$ cat src/rtl/drum_div_seq_if.sv
// Operand/result handshake bundle for drum_div_seq: valid/ready on the operand side and on the result side.
interface drum_div_seq_if #(
  parameter int WIDTH = 16
);
  logic             in_valid;
  logic             in_ready;
  logic [WIDTH-1:0] a;
  logic [WIDTH-1:0] b;
  logic             out_valid;
  logic             out_ready;
  logic [WIDTH-1:0] r;
  logic             div_by_zero;

  modport master (
    output in_valid, a, b, out_ready,
    input  in_ready, out_valid, r, div_by_zero
  );

  modport slave (
    input  in_valid, a, b, out_ready,
    output in_ready, out_valid, r, div_by_zero
  );
endinterface

$ cat src/rtl/drum_div_seq.sv
// Approximate DRUM-style unsigned divider: K-bit mantissas, radix-2 restoring divide, exponent re-shift.
// Latency 2K+2 cycles from accept (2 for zero operands); one op in flight, result held until out_ready.
// Optional DRUM_DIV_ROUND_EN: round-to-nearest (ties up) on right shifts instead of truncation.
module drum_div_seq #(
  parameter int WIDTH = 16,
  parameter int K     = 5
) (
  input  logic          clk,
  input  logic          rst,
  drum_div_seq_if.slave bus
);
  localparam int PW = $clog2(WIDTH);
  localparam int CW = $clog2(2 * K);
  localparam int EW = PW + 2;
  localparam int XW = WIDTH + 2 * K + 1;

  typedef enum logic [2:0] {
    S_IDLE,
    S_NORM,
    S_DIV,
    S_SHIFT,
    S_DONE
  } state_t;

  state_t             r_state;
  state_t             w_next;
  logic [WIDTH-1:0]   r_a;
  logic [WIDTH-1:0]   r_b;
  logic [WIDTH-1:0]   r_r;
  logic               r_dbz;
  logic               r_zero;
  logic [2*K-1:0]     r_n;
  logic [2*K-1:0]     r_q;
  logic [K-1:0]       r_mb;
  logic [K-1:0]       r_rem;
  logic [PW-1:0]      r_pa;
  logic [PW-1:0]      r_pb;
  logic [CW-1:0]      r_cnt;

  function automatic logic [PW-1:0] f_lead(input logic [WIDTH-1:0] x);
    logic [PW-1:0] k;
    k = '0;
    for (int i = 0; i < WIDTH; i++) begin
      if (x[i]) k = PW'(i);
    end
    return k;
  endfunction

  function automatic logic [PW-1:0] f_exp(input logic [WIDTH-1:0] x);
    logic [PW-1:0] k;
    k = f_lead(x);
    return (k >= PW'(K)) ? (k - PW'(K - 1)) : '0;
  endfunction

  // Large operands keep their top K bits with the LSB forced to 1 to unbias the truncation.
  function automatic logic [K-1:0] f_mant(input logic [WIDTH-1:0] x, input logic [PW-1:0] p);
    return (p != '0) ? (K'(x >> p) | K'(1)) : x[K-1:0];
  endfunction

  logic [PW-1:0]  w_pa;
  logic [PW-1:0]  w_pb;
  logic           w_zero_op;
  logic [K:0]     w_rem_sh;
  logic           w_ge;
  logic [K-1:0]   w_sub;

  assign w_pa      = f_exp(r_a);
  assign w_pb      = f_exp(r_b);
  assign w_zero_op = (r_a == '0) || (r_b == '0);
  assign w_rem_sh  = {r_rem, r_n[2*K-1]};
  assign w_ge      = (w_rem_sh >= {1'b0, r_mb});
  // Remainder after subtraction is below r_mb, so the low K bits carry it exactly.
  assign w_sub     = w_rem_sh[K-1:0] - r_mb;

  logic signed [EW-1:0] w_e;
  logic [EW-1:0]        w_sh;
  logic [XW-1:0]        w_qx;
  logic [XW-1:0]        w_res;
  logic [WIDTH-1:0]     w_shifted;

  assign w_e  = $signed({2'b00, r_pa}) - $signed({2'b00, r_pb}) - $signed(EW'(K));
  assign w_sh = w_e[EW-1] ? EW'(-w_e) : EW'(w_e);
  assign w_qx = XW'(r_q);

`ifdef DRUM_DIV_ROUND_EN
  logic [XW-1:0] w_rnd;
  assign w_rnd = w_e[EW-1] ? (XW'(1) << (w_sh - EW'(1))) : '0;
  assign w_res = w_e[EW-1] ? ((w_qx + w_rnd) >> w_sh) : (w_qx << w_sh);
`else
  assign w_res = w_e[EW-1] ? (w_qx >> w_sh) : (w_qx << w_sh);
`endif

  assign w_shifted = (|w_res[XW-1:WIDTH]) ? '1 : w_res[WIDTH-1:0];

  always_ff @(posedge clk or posedge rst) begin
    if (rst) r_state <= S_IDLE;
    else     r_state <= w_next;
  end

  always_comb begin
    w_next = r_state;
    case (r_state)
      S_IDLE:  if (bus.in_valid) w_next = S_NORM;
      // Zero operands skip DIV; SHIFT then publishes the special-case result.
      S_NORM:  w_next = w_zero_op ? S_SHIFT : S_DIV;
      S_DIV:   if (r_cnt == CW'(2 * K - 1)) w_next = S_SHIFT;
      S_SHIFT: w_next = S_DONE;
      S_DONE:  if (bus.out_ready) w_next = S_IDLE;
      default: w_next = S_IDLE;
    endcase
  end

  always_ff @(posedge clk or posedge rst) begin
    if (rst) begin
      r_a    <= '0;
      r_b    <= '0;
      r_r    <= '0;
      r_dbz  <= 1'b0;
      r_zero <= 1'b0;
      r_n    <= '0;
      r_q    <= '0;
      r_mb   <= '0;
      r_rem  <= '0;
      r_pa   <= '0;
      r_pb   <= '0;
      r_cnt  <= '0;
    end else begin
      case (r_state)
        S_IDLE: begin
          if (bus.in_valid) begin
            r_a <= bus.a;
            r_b <= bus.b;
          end
        end
        S_NORM: begin
          r_zero <= w_zero_op;
          r_n    <= {f_mant(r_a, w_pa), K'(0)};
          r_mb   <= f_mant(r_b, w_pb);
          r_pa   <= w_pa;
          r_pb   <= w_pb;
          r_rem  <= '0;
          r_q    <= '0;
          r_cnt  <= '0;
        end
        S_DIV: begin
          r_n   <= r_n << 1;
          r_q   <= {r_q[2*K-2:0], w_ge};
          r_rem <= w_ge ? w_sub : w_rem_sh[K-1:0];
          r_cnt <= r_cnt + CW'(1);
        end
        S_SHIFT: begin
          if (r_zero) begin
            r_r   <= (r_b == '0) ? '1 : '0;
            r_dbz <= (r_b == '0);
          end else begin
            r_r   <= w_shifted;
            r_dbz <= 1'b0;
          end
        end
        default: ;
      endcase
    end
  end

  assign bus.in_ready    = (r_state == S_IDLE);
  assign bus.out_valid   = (r_state == S_DONE);
  assign bus.r           = r_r;
  assign bus.div_by_zero = r_dbz;
endmodule

$ cat src/flat_wrapper.sv
// flat-port wrapper written by rule: the top's interface ports become plain ports
module drum_div_seq_flat 
#(
  parameter int WIDTH = 16,
  parameter int K     = 5
)
  (clk, rst, bus_in_valid, bus_a, bus_b, bus_out_ready, bus_in_ready, bus_out_valid, bus_r, bus_div_by_zero);
  drum_div_seq_if #(.WIDTH(WIDTH)) bus_i ();
  input  logic clk;
  input  logic rst;
  input wire logic [$bits(bus_i.in_valid)-1:0] bus_in_valid;
  input wire logic [$bits(bus_i.a)-1:0] bus_a;
  input wire logic [$bits(bus_i.b)-1:0] bus_b;
  input wire logic [$bits(bus_i.out_ready)-1:0] bus_out_ready;
  output wire logic [$bits(bus_i.in_ready)-1:0] bus_in_ready;
  output wire logic [$bits(bus_i.out_valid)-1:0] bus_out_valid;
  output wire logic [$bits(bus_i.r)-1:0] bus_r;
  output wire logic [$bits(bus_i.div_by_zero)-1:0] bus_div_by_zero;
  assign bus_i.in_valid = bus_in_valid;
  assign bus_i.a = bus_a;
  assign bus_i.b = bus_b;
  assign bus_i.out_ready = bus_out_ready;
  assign bus_in_ready = bus_i.in_ready;
  assign bus_out_valid = bus_i.out_valid;
  assign bus_r = bus_i.r;
  assign bus_div_by_zero = bus_i.div_by_zero;
  drum_div_seq #(.WIDTH(WIDTH), .K(K)) u_core (.clk(clk), .rst(rst), .bus(bus_i));
endmodule
$ cat config.mk
export PLATFORM = sky130hd
export DESIGN_NAME = drum_div_seq_flat
export DESIGN_NICKNAME = d
export VERILOG_FILES = /design/src/rtl/drum_div_seq_if.sv /design/src/rtl/drum_div_seq.sv /design/src/flat_wrapper.sv
export SDC_FILE = /design/constraint.sdc
export NUM_CORES = 1
export LEC_CHECK = 0
export CELL_PAD_IN_SITES_DETAIL_PLACEMENT = 1
export CELL_PAD_IN_SITES_GLOBAL_PLACEMENT = 1
export CORE_MARGIN = 3
export CORE_UTILIZATION = 45
export CTS_CLUSTER_SIZE = 8
export DETAILED_ROUTE_END_ITERATION = 6
export PLACE_DENSITY_LB_ADDON = 0.1
export SKIP_CTS_REPAIR_TIMING = 1
export SLEW_MARGIN = 5
export SYNTH_ARGS = -nofsm -noshare
export SYNTH_HDL_FRONTEND = slang
export SYNTH_SLANG_ARGS = --single-unit
$ cat constraint.sdc
create_clock -name clk -period 4.7 [get_ports clk]
set_input_delay 1.41 -clock clk [delete_from_list [all_inputs] [get_ports clk]]
set_output_delay 1.41 -clock clk [all_outputs]
set_load 0.01 [all_outputs]
==> results.cfg, run 1 <==
[run_status]
status = finished clean

[detailed_routing]
routed_wl_mm = 19.8
wire_per_inst_um = 20.7
vias_per_cell = 6.22
drtAntennaViolNets = 0
via_count = 5946
dr.pass1.iters = 4
drt_iter0_markers = 373
drc = 0

[die]
ios = 55
start_util_pct = 47.1
rows = 42
dieWidth_um = 125
die_y_um = 125
dieArea_mm2 = 0.0156
core_area_mm2 = 0.0135

[final_layout]
syn_to_final_growth_pct = 16.9
diodes = 0
layout_common_cells = 90 x dfrtp_1, 85 x nand2_1, 67 x o21ai_0
layout_commonest_cell = dfrtp_1
nets = 826
design_area_mm2 = 0.00743
layout-drive-gt1-share_pct = 11.9

[grt]
grt_pass1_vias = 6332
grt_first_pass_wirelength_mm = 32.8
antenna_found_initial = 1
grt_start_max_net_pins = 54
gr-total-overflow = 0
grt_use_total_pct = 25.5

[logic_synthesis]
ys_types = 76
synthFlopType = dfrtp_1
synth_top_area_cell = dfrtp_1
ys_top_cells_by_area = dfrtp_1 35%, mux2_2 5.8%, o21ai_0 5.3%, nand2_1 5.0%, mux2i_1 4.7%
synth_top_area_share_pct = 35.4
syn_nets = 782
syn_area_mm2 = 0.00636
synth_edf_count = 0
async_reset_ff_share_pct = 100
ys_ff_latch = 90
synth_seq_area_share_pct = 35.4
yosysWarningCount = 0
postSynthCellCount = 731
avgSynthCellArea_um2 = 8.70

[run]
maxCapViolCount = 0

[timing]
period_share_pct = 91.1
tightest_slew_ns = 1.02
setup_viol = 0
hold_viol_final = 0
min_period_ns = 4.28
setup_tns_ns = 0
fin_skew_ns = 0.00730
fmax_mhz = 234
whs_ns = 0.484
relSlewSlack_pct = 31.2
drv_slew = 0
rsz0062_at_grt = no

[clock_tree]
cts_buffers = 9
clkSinkCount = 90
cts_tree = done
clk_pin_slew_worst_paths_ns = 0.07
clock_latency_ns = 0.35
h-tree-depth = 3
root_buffer = clkbuf_16
cts_buffer_depth = 2

[placed_design]
post_dp_cell_area_mm2 = 0.00711
gp_congestion = 0.918
port_buffers = 54
dpl.hpwl_mm = 14.8

[setup_path]
worst-setup-path-type = flop to flop
slowest_stage = ha_1
worstPathMaxFanout = 14
crit_chain = inv_1 > ha_1 > inv_1 > fa_1 > inv_1 > ha_1 > nand2b_1 > o21ai_0 > o211ai_1 > and3_1 > a211o_1 > buf_4 > nor2_1 > a31oi_1 > a22oi_1 > o31ai_4 > o221a_1
worstSetupStartpointType = flop
crit_required_ns = 4.93
setup.worst_path.end_class = flop
path_common_cell = inv_1
worst_path_largest_cell_delay_ns = 0.57
worstPathArrival_ns = 4.51

[min_path]
min_path_type = flop to flop
## layout make-up
type | count | area [µm²]
Clock buffer | 10 | 229
Tap cell | 176 | 220
Fill cell | 1569 | 6070
Sequential cell | 90 | 2250
Timing Repair Buffer | 77 | 713
Clock inverter | 6 | 90.1
Multi-Input combinational cell | 565 | 3800
Inverter | 32 | 121
## routing by layer
layer	share of wire [%]	vias up	track usage (%)
met2	50	127	44.6
met3	3.6	50	4.80
li1	-	2784	-
met5	0.055	-	0
met1	42	2983	30.7
met4	4.4	2	11.0
## critical path: cells and delay by family, from the launching register on
kind / cells / cell delay, ns
adders and majority gates: 3 / 1.26
buffers and inverters: 4 / 0.43
DFF: 1 / 0.36
and+or+nand+nor: 3 / 0.55
AOI/OAI and AO/OA: 7 / 1.55
## stage by stage
step,worst slack (ns),instances,utilization [%]
after floorplan,0.955,731,-
after global placement,0.724,940,52.7
after detailed placement,0.502,940,52.7
after CTS,0.431,956,55.0
after global routing,0.128,956,55.0
final,0.421,956,55.0
## path summary, 6_finish.rpt
check	start	cells after the start	slack, ns	to
max	u_core.r_pa[0]$_DFFE_PP0P_	17	0.42	u_core.bus.r[9]$_DFFE_PP0P_
min	u_core.bus.div_by_zero$_DFFE_PP0P_	2	0.48	u_core.bus.div_by_zero$_DFFE_PP0P_
max reg2reg	u_core.r_pa[0]$_DFFE_PP0P_	17	0.42	u_core.bus.r[9]$_DFFE_PP0P_
min reg2reg	u_core.bus.div_by_zero$_DFFE_PP0P_	2	0.48	u_core.bus.div_by_zero$_DFFE_PP0P_
max in group asynchronous	rst	3	2.34	u_core.r_rem[1]$_DFFE_PP0P_
min in group asynchronous	rst	2	1.55	u_core.r_a[15]$_DFFE_PP0P_
## cell usage after synthesis, types with 4 or more instances
| cell type | instances |
|---|---|
| o2111ai_1 | 5 |
| o211ai_1 | 6 |
| inv_1 | 32 |
| and2_1 | 5 |
| buf_2 | 8 |
| mux2_2 | 33 |
| o21a_1 | 4 |
| nor3b_1 | 6 |
| nand4_1 | 4 |
| mux4_2 | 7 |
| o31ai_1 | 7 |
| a22o_1 | 7 |
| nand2_1 | 85 |
| mux2i_1 | 30 |
| nand3_1 | 15 |
| nand2b_1 | 8 |
| a211oi_1 | 6 |
| and3_1 | 9 |
| a21oi_1 | 45 |
| clkbuf_1 | 31 |
| buf_1 | 4 |
| o21ai_0 | 67 |
| o22ai_1 | 9 |
| a21o_1 | 5 |
| nor4_1 | 7 |
| o221a_1 | 10 |
| nor3_1 | 14 |
| a31oi_1 | 11 |
| dfrtp_1 | 90 |
| ha_1 | 13 |
| nor2b_1 | 11 |
| nor2_1 | 62 |
| a2bb2oi_1 | 4 |
| a21boi_0 | 4 |
| or3_1 | 5 |
## sequential cells by signal, summed over array words and instances (netlist names)
register / cells
u_core.r_pa: 4
u_core.r_pb: 4
u_core.r_a: 16
u_core.r_cnt: 4
u_core.r_rem: 5
u_core.bus.r: 16
u_core.bus.div_by_zero: 1
u_core.r_mb: 5
u_core.r_n: 5
u_core.r_q: 10
u_core.r_b: 16
u_core.r_zero: 1
u_core.r_state: 3
## kinds of logic (layout without fill, tap and decap cells)
| logic type | Yosys count | in the layout | synth area share [%] |
|---|---|---|---|
| and+or+nand+nor | 247 | 247 | 18.7 |
| AOI/OAI and AO/OA | 229 | 229 | 24.4 |
| DFF | 90 | 90 | 35.4 |
| buffers and inverters | 76 | 125 | 4.70 |
| muxes | 70 | 70 | 13.1 |
| adders and majority gates | 15 | 15 | 3.19 |
| xor gates and xnor gates | 4 | 4 | 0.551 |
Power of run 1 is left out: the tool's default activity adds up to more than one toggle a clock period on the data nets, which glitch-free logic cannot reach.
==> inputs of run 2 (changes only) <==
--- a/config.mk
+++ b/config.mk
@@ -7,12 +7,13 @@
 export LEC_CHECK = 0
 export CELL_PAD_IN_SITES_DETAIL_PLACEMENT = 1
 export CELL_PAD_IN_SITES_GLOBAL_PLACEMENT = 1
-export CORE_MARGIN = 3
+export CORE_MARGIN = 4
 export CORE_UTILIZATION = 45
 export CTS_CLUSTER_SIZE = 8
 export DETAILED_ROUTE_END_ITERATION = 6
 export PLACE_DENSITY_LB_ADDON = 0.1
 export SKIP_CTS_REPAIR_TIMING = 1
+export SKIP_LAST_GASP = 1
 export SLEW_MARGIN = 5
 export SYNTH_ARGS = -nofsm -noshare
 export SYNTH_HDL_FRONTEND = slang
==> results.cfg, run 2 (synthesis results as in run 1) <==
[detailed_routing]
routed_wl_mm = 19.1
drt_iter0_markers = 254
via_count = 5854
vias_per_cell = 6.10
dr.pass1.iters = 4
wire_per_inst_um = 19.9
drc = 0
drtAntennaViolNets = 0

[setup_path]
crit_required_ns = 4.99
startpoint = u_core.r_pa[0]$_DFFE_PP0P_
setup.worst_path.end_class = flop
worstPathMaxFanout = 13
worstPathArrival_ns = 4.43
worst-setup-path-type = flop to flop
worstSetupStartpointType = flop
rr_startpoint = u_core.r_pa[0]$_DFFE_PP0P_

[final_layout]
diodes = 0
layout-drive-gt1-share_pct = 11.8
nets = 825
syn_to_final_growth_pct = 16.3
fillers = 1641
layout_commonest_cell = dfrtp_1
layout_common_cells = 90 x dfrtp_1, 85 x nand2_1, 67 x o21ai_0

[die]
die_y_um = 127
dieArea_mm2 = 0.0161
core_area_mm2 = 0.0139
rows = 43
start_util_pct = 45.8
dieWidth_um = 127
ios = 55

[placed_design]
port_buffers = 54
dpl.hpwl_mm = 14.6
gp_congestion = 0.962

[clock_tree]
cts_buffers = 9
clock_latency_ns = 0.35
clk_pin_slew_worst_paths_ns = 0.07
root_buffer = clkbuf_16
cts_tree = done
clkSinkCount = 90
cts_buffer_depth = 2
h-tree-depth = 3

[grt]
grt_start_max_net_pins = 57
grt_first_pass_wirelength_mm = 31.5
gr-total-overflow = 0
grt_pass1_vias = 6114
antenna_found_initial = 0
grt_use_total_pct = 24.1

[min_path]
min_path_type = flop to flop
min_from = u_core.r_mb[4]$_DFFE_PP0P_

[timing]
setup_viol = 0
relSlewSlack_pct = 30.1
fmax_mhz = 241
period_share_pct = 88.2
fin_skew_ns = 0.00845
tightest_slew_ns = 1.04
drv_slew = 0
min_period_ns = 4.14
rsz0062_at_grt = no
hold_viol_final = 0
setup_tns_ns = 0

[run]
maxCapViolCount = 0

[run_status]
status = finished clean
==> run 2: cell types whose count changed in the layout (fill, tap and decap cells not counted) <==
cell and change:
buf_4 -1, bufinv_16 -2, clkbuf_1 +1, clkbuf_8 +1
clkinv_4 -1, clkinvlp_4 +2, inv_6 -1, xnor2_1 -1
xnor2_2 +1
==> run 2: layer usage <==
layer	share of wire (%)	global-route usage (%)
met3	2.7	3.07
met5	0	0
met2	51	42.8
met1	43	30.0
met4	2.9	9.02
==> run 2: worst max-delay path: stages (launching register included) <==
cell       delay [ns]
dfrtp_1          0.36
inv_1            0.08
ha_1             0.17
inv_1            0.06
fa_1             0.42
xnor2_2          0.43
nand2b_1         0.30
a31o_4           0.26
and3_4           0.21
or2_0            0.39
buf_4            0.28
nand2_1          0.09
o2111ai_1        0.09
a22oi_1          0.16
o31ai_4          0.50
o221a_1          0.28
==> run 2: metrics by stage <==
step / setup WS (ns) / utilization (%) / instance area [µm²] / instances / hold slack (ns)
final: 0.557 / 53.2 / 7390 / 959 / 0.480
after global routing: 0.183 / 53.2 / 7390 / 959 / 0.514
after CTS: 0.298 / 53.2 / 7380 / 959 / 0.485
after detailed placement: 0.297 / 51.2 / 7110 / 943 / 0.467
after global placement: 0.494 / 51.2 / 7110 / 943 / 0.465
after floorplan: 0.955 / - / 6360 / 731 / 0.449
==> run 2: final cells by class <==
class	instances	area [µm²]	share of cell area [%]
clock buffer	12	246	3.34
timing repair buffer	76	706	9.55
clock inverter	4	27.5	0.372
multi-input combinational	565	3810	51.6
inverter	32	121	1.64
tap	180	225	3.05
sequential	90	2250	30.5
==> run 2: path summary, 6_finish.rpt <==
| kind | endpoint | cells past startpoint | slack, ns |
|---|---|---|---|
| worst min-delay path | u_core.r_mb[4]$_DFFE_PP0P_ | 2 | 0.48 |
| worst min register to register | u_core.r_mb[4]$_DFFE_PP0P_ | 2 | 0.48 |
| worst max-delay path | u_core.bus.r[1]$_DFFE_PP0P_ | 15 | 0.56 |
| min in group asynchronous | u_core.r_a[13]$_DFFE_PP0P_ | 2 | 1.59 |
| max in group asynchronous | u_core.r_pa[2]$_DFFE_PP0P_ | 3 | 2.30 |
| worst max register to register | u_core.bus.r[1]$_DFFE_PP0P_ | 15 | 0.56 |
Power of run 2 is left out for the same reason.
==> inputs of run 3 (changes only) <==
--- a/config.mk
+++ b/config.mk
@@ -8,9 +8,11 @@
 export CELL_PAD_IN_SITES_DETAIL_PLACEMENT = 1
 export CELL_PAD_IN_SITES_GLOBAL_PLACEMENT = 1
 export CORE_MARGIN = 4
-export CORE_UTILIZATION = 45
+export CORE_UTILIZATION = 41
 export CTS_CLUSTER_SIZE = 8
 export DETAILED_ROUTE_END_ITERATION = 6
+export GPL_ROUTABILITY_DRIVEN = 0
+export MAX_ROUTING_LAYER = met4
 export PLACE_DENSITY_LB_ADDON = 0.1
 export SKIP_CTS_REPAIR_TIMING = 1
 export SKIP_LAST_GASP = 1
==> constraint.sdc (replaced) <==
create_clock -name clk -period 3.3 [get_ports clk]
set_input_delay 0.99 -clock clk [delete_from_list [all_inputs] [get_ports clk]]
set_output_delay 0.99 -clock clk [all_outputs]
set_load 0.01 [all_outputs]
==> results.cfg, run 3 (synthesis results as in run 1) <==
[detailed_routing]
via_count = 6140
drtAntennaViolNets = 0
drt_iter0_markers = 302
vias_per_cell = 5.98
dr.pass1.iters = 4
drc = 0
routed_wl_mm = 19.9
wire_per_inst_um = 19.4

[setup_path]
setup.worst_path.end_class = flop
worstPathArrival_ns = 3.94
crit_chain = inv_2 > ha_4 > inv_2 > fa_1 > inv_2 > ha_4 > buf_12 > nor2b_2 > nand3_1 > nor2_1 > a211o_4 > a21boi_4 > a31oi_1 > a22oi_2 > o31ai_4 > clkbuf_16 > o221a_1
cpLargestDelayFamily = compound AO/OA/AOI/OAI gates
crit_required_ns = 3.59
worstSetupStartpointType = flop
slowest_stage = fa_1
path_buf_inv = 5
worstPathMaxFanout = 12
worst-setup-path-type = flop to flop
worst_path_largest_cell_delay_ns = 0.59
path_common_cell = inv_2

[clock_tree]
clock_latency_ns = 0.35
clk_pin_slew_worst_paths_ns = 0.07
root_buffer = clkbuf_16
h-tree-depth = 3
cts_tree = done
cts_buffer_depth = 2
cts_buffers = 9
clkSinkCount = 90

[grt]
grt_use_total_pct = 23.3
grt_start_max_net_pins = 42
antenna_found_initial = 0
grt_pass1_vias = 6563
gr-total-overflow = 0
grt_first_pass_wirelength_mm = 32.6

[die]
die_y_um = 133
dieWidth_um = 133
dieArea_mm2 = 0.0176
rows = 45
core_area_mm2 = 0.0152
start_util_pct = 41.8
ios = 55

[placed_design]
dpl_worst_slack_ns = -0.369
dpl.hpwl_mm = 15.2
port_buffers = 54
post_dp_cell_area_mm2 = 0.00757

[run_status]
status = finished, violations left
violations = setup timing

[timing]
rsz0062_at_grt = yes
hold_viol_final = 0
tightest_slew_ns = 0.892
fmax_mhz = 274
fin_skew_ns = 0.00772
final.setup.worst_slack_ns = -0.351
setup_tns_ns = -4.70
setup_viol = 16
drv_slew = 0
min_period_ns = 3.65
period_share_pct = 111
relSlewSlack_pct = 40.2

[final_layout]
layout_common_cells = 90 x dfrtp_1, 84 x nand2_1, 74 x buf_4
finish.utilization_pct = 53.3
layout_commonest_cell = dfrtp_1
design_area_mm2 = 0.00810
syn_to_final_growth_pct = 27.4
diodes = 0
nets = 884
layout-drive-gt1-share_pct = 21.4

[min_path]
min_path_type = flop to flop

[run]
maxCapViolCount = 0
run 3: cell types whose count changed in the layout (fill, tap and decap cells not counted), moves of 3 or more:
cell	change
nand2b_4	+4
buf_12	+4
o21ai_2	+3
inv_2	+3
nor2_1	-3
buf_4	+52
inv_1	-3
a21boi_0	-3
ha_1	-3
nand2b_1	-4
run 3: layout make-up:
| class | count | area, µm² |
|---|---|---|
| inverters | 32 | 124 |
| fillers | 1804 | 7110 |
| flip-flops and latches | 90 | 2250 |
| clock inverters | 5 | 55.1 |
| well taps | 188 | 235 |
| multi-input cells | 565 | 3970 |
| clock buffers | 11 | 233 |
| repair buffers | 135 | 1220 |
run 3: worst paths after layout:
kind,start,end,slack (ns),depth (start not counted)
min reg2reg,u_core.r_mb[2]$_DFFE_PP0P_,u_core.r_mb[2]$_DFFE_PP0P_,0.49,2
min,u_core.r_mb[2]$_DFFE_PP0P_,u_core.r_mb[2]$_DFFE_PP0P_,0.49,2
max in group asynchronous,rst,u_core.r_b[9]$_DFFE_PP0P_,1.69,3
max reg2reg,u_core.r_pa[0]$_DFFE_PP0P_,u_core.bus.r[11]$_DFFE_PP0P_,-0.35,17
max,u_core.r_pa[0]$_DFFE_PP0P_,u_core.bus.r[11]$_DFFE_PP0P_,-0.35,17
min in group asynchronous,rst,u_core.r_pb[0]$_DFFE_PP0P_,1.02,2
run 3: per-layer routing:
metal	GRT usage [%]	up-vias	share of wire, %
met5	-	-	0
met4	9.87	0	4.0
met3	3.42	54	3.1
met2	40.1	122	51
met1	27.1	3076	42
li1	-	2888	-
run 3: through the flow:
| step | hold WS [ns] | instances |
|---|---|---|
| 3_5_place_dp | 0.484 | 1005 |
| 4_1_cts | 0.500 | 1021 |
| 2_1_floorplan | 0.449 | 731 |
| 3_3_place_gp | 0.463 | 1005 |
| 6_report | 0.490 | 1026 |
| 5_1_grt | 0.525 | 1026 |
run 3: worst min-delay path, delay by kind of cell (launching register included):
kind | cells | cell delay (ns)
DFF | 1 | 0.35
AOI/OAI and AO/OA | 1 | 0.06
and+or+nand+nor | 1 | 0.05
Power of run 3 is left out for the same reason.
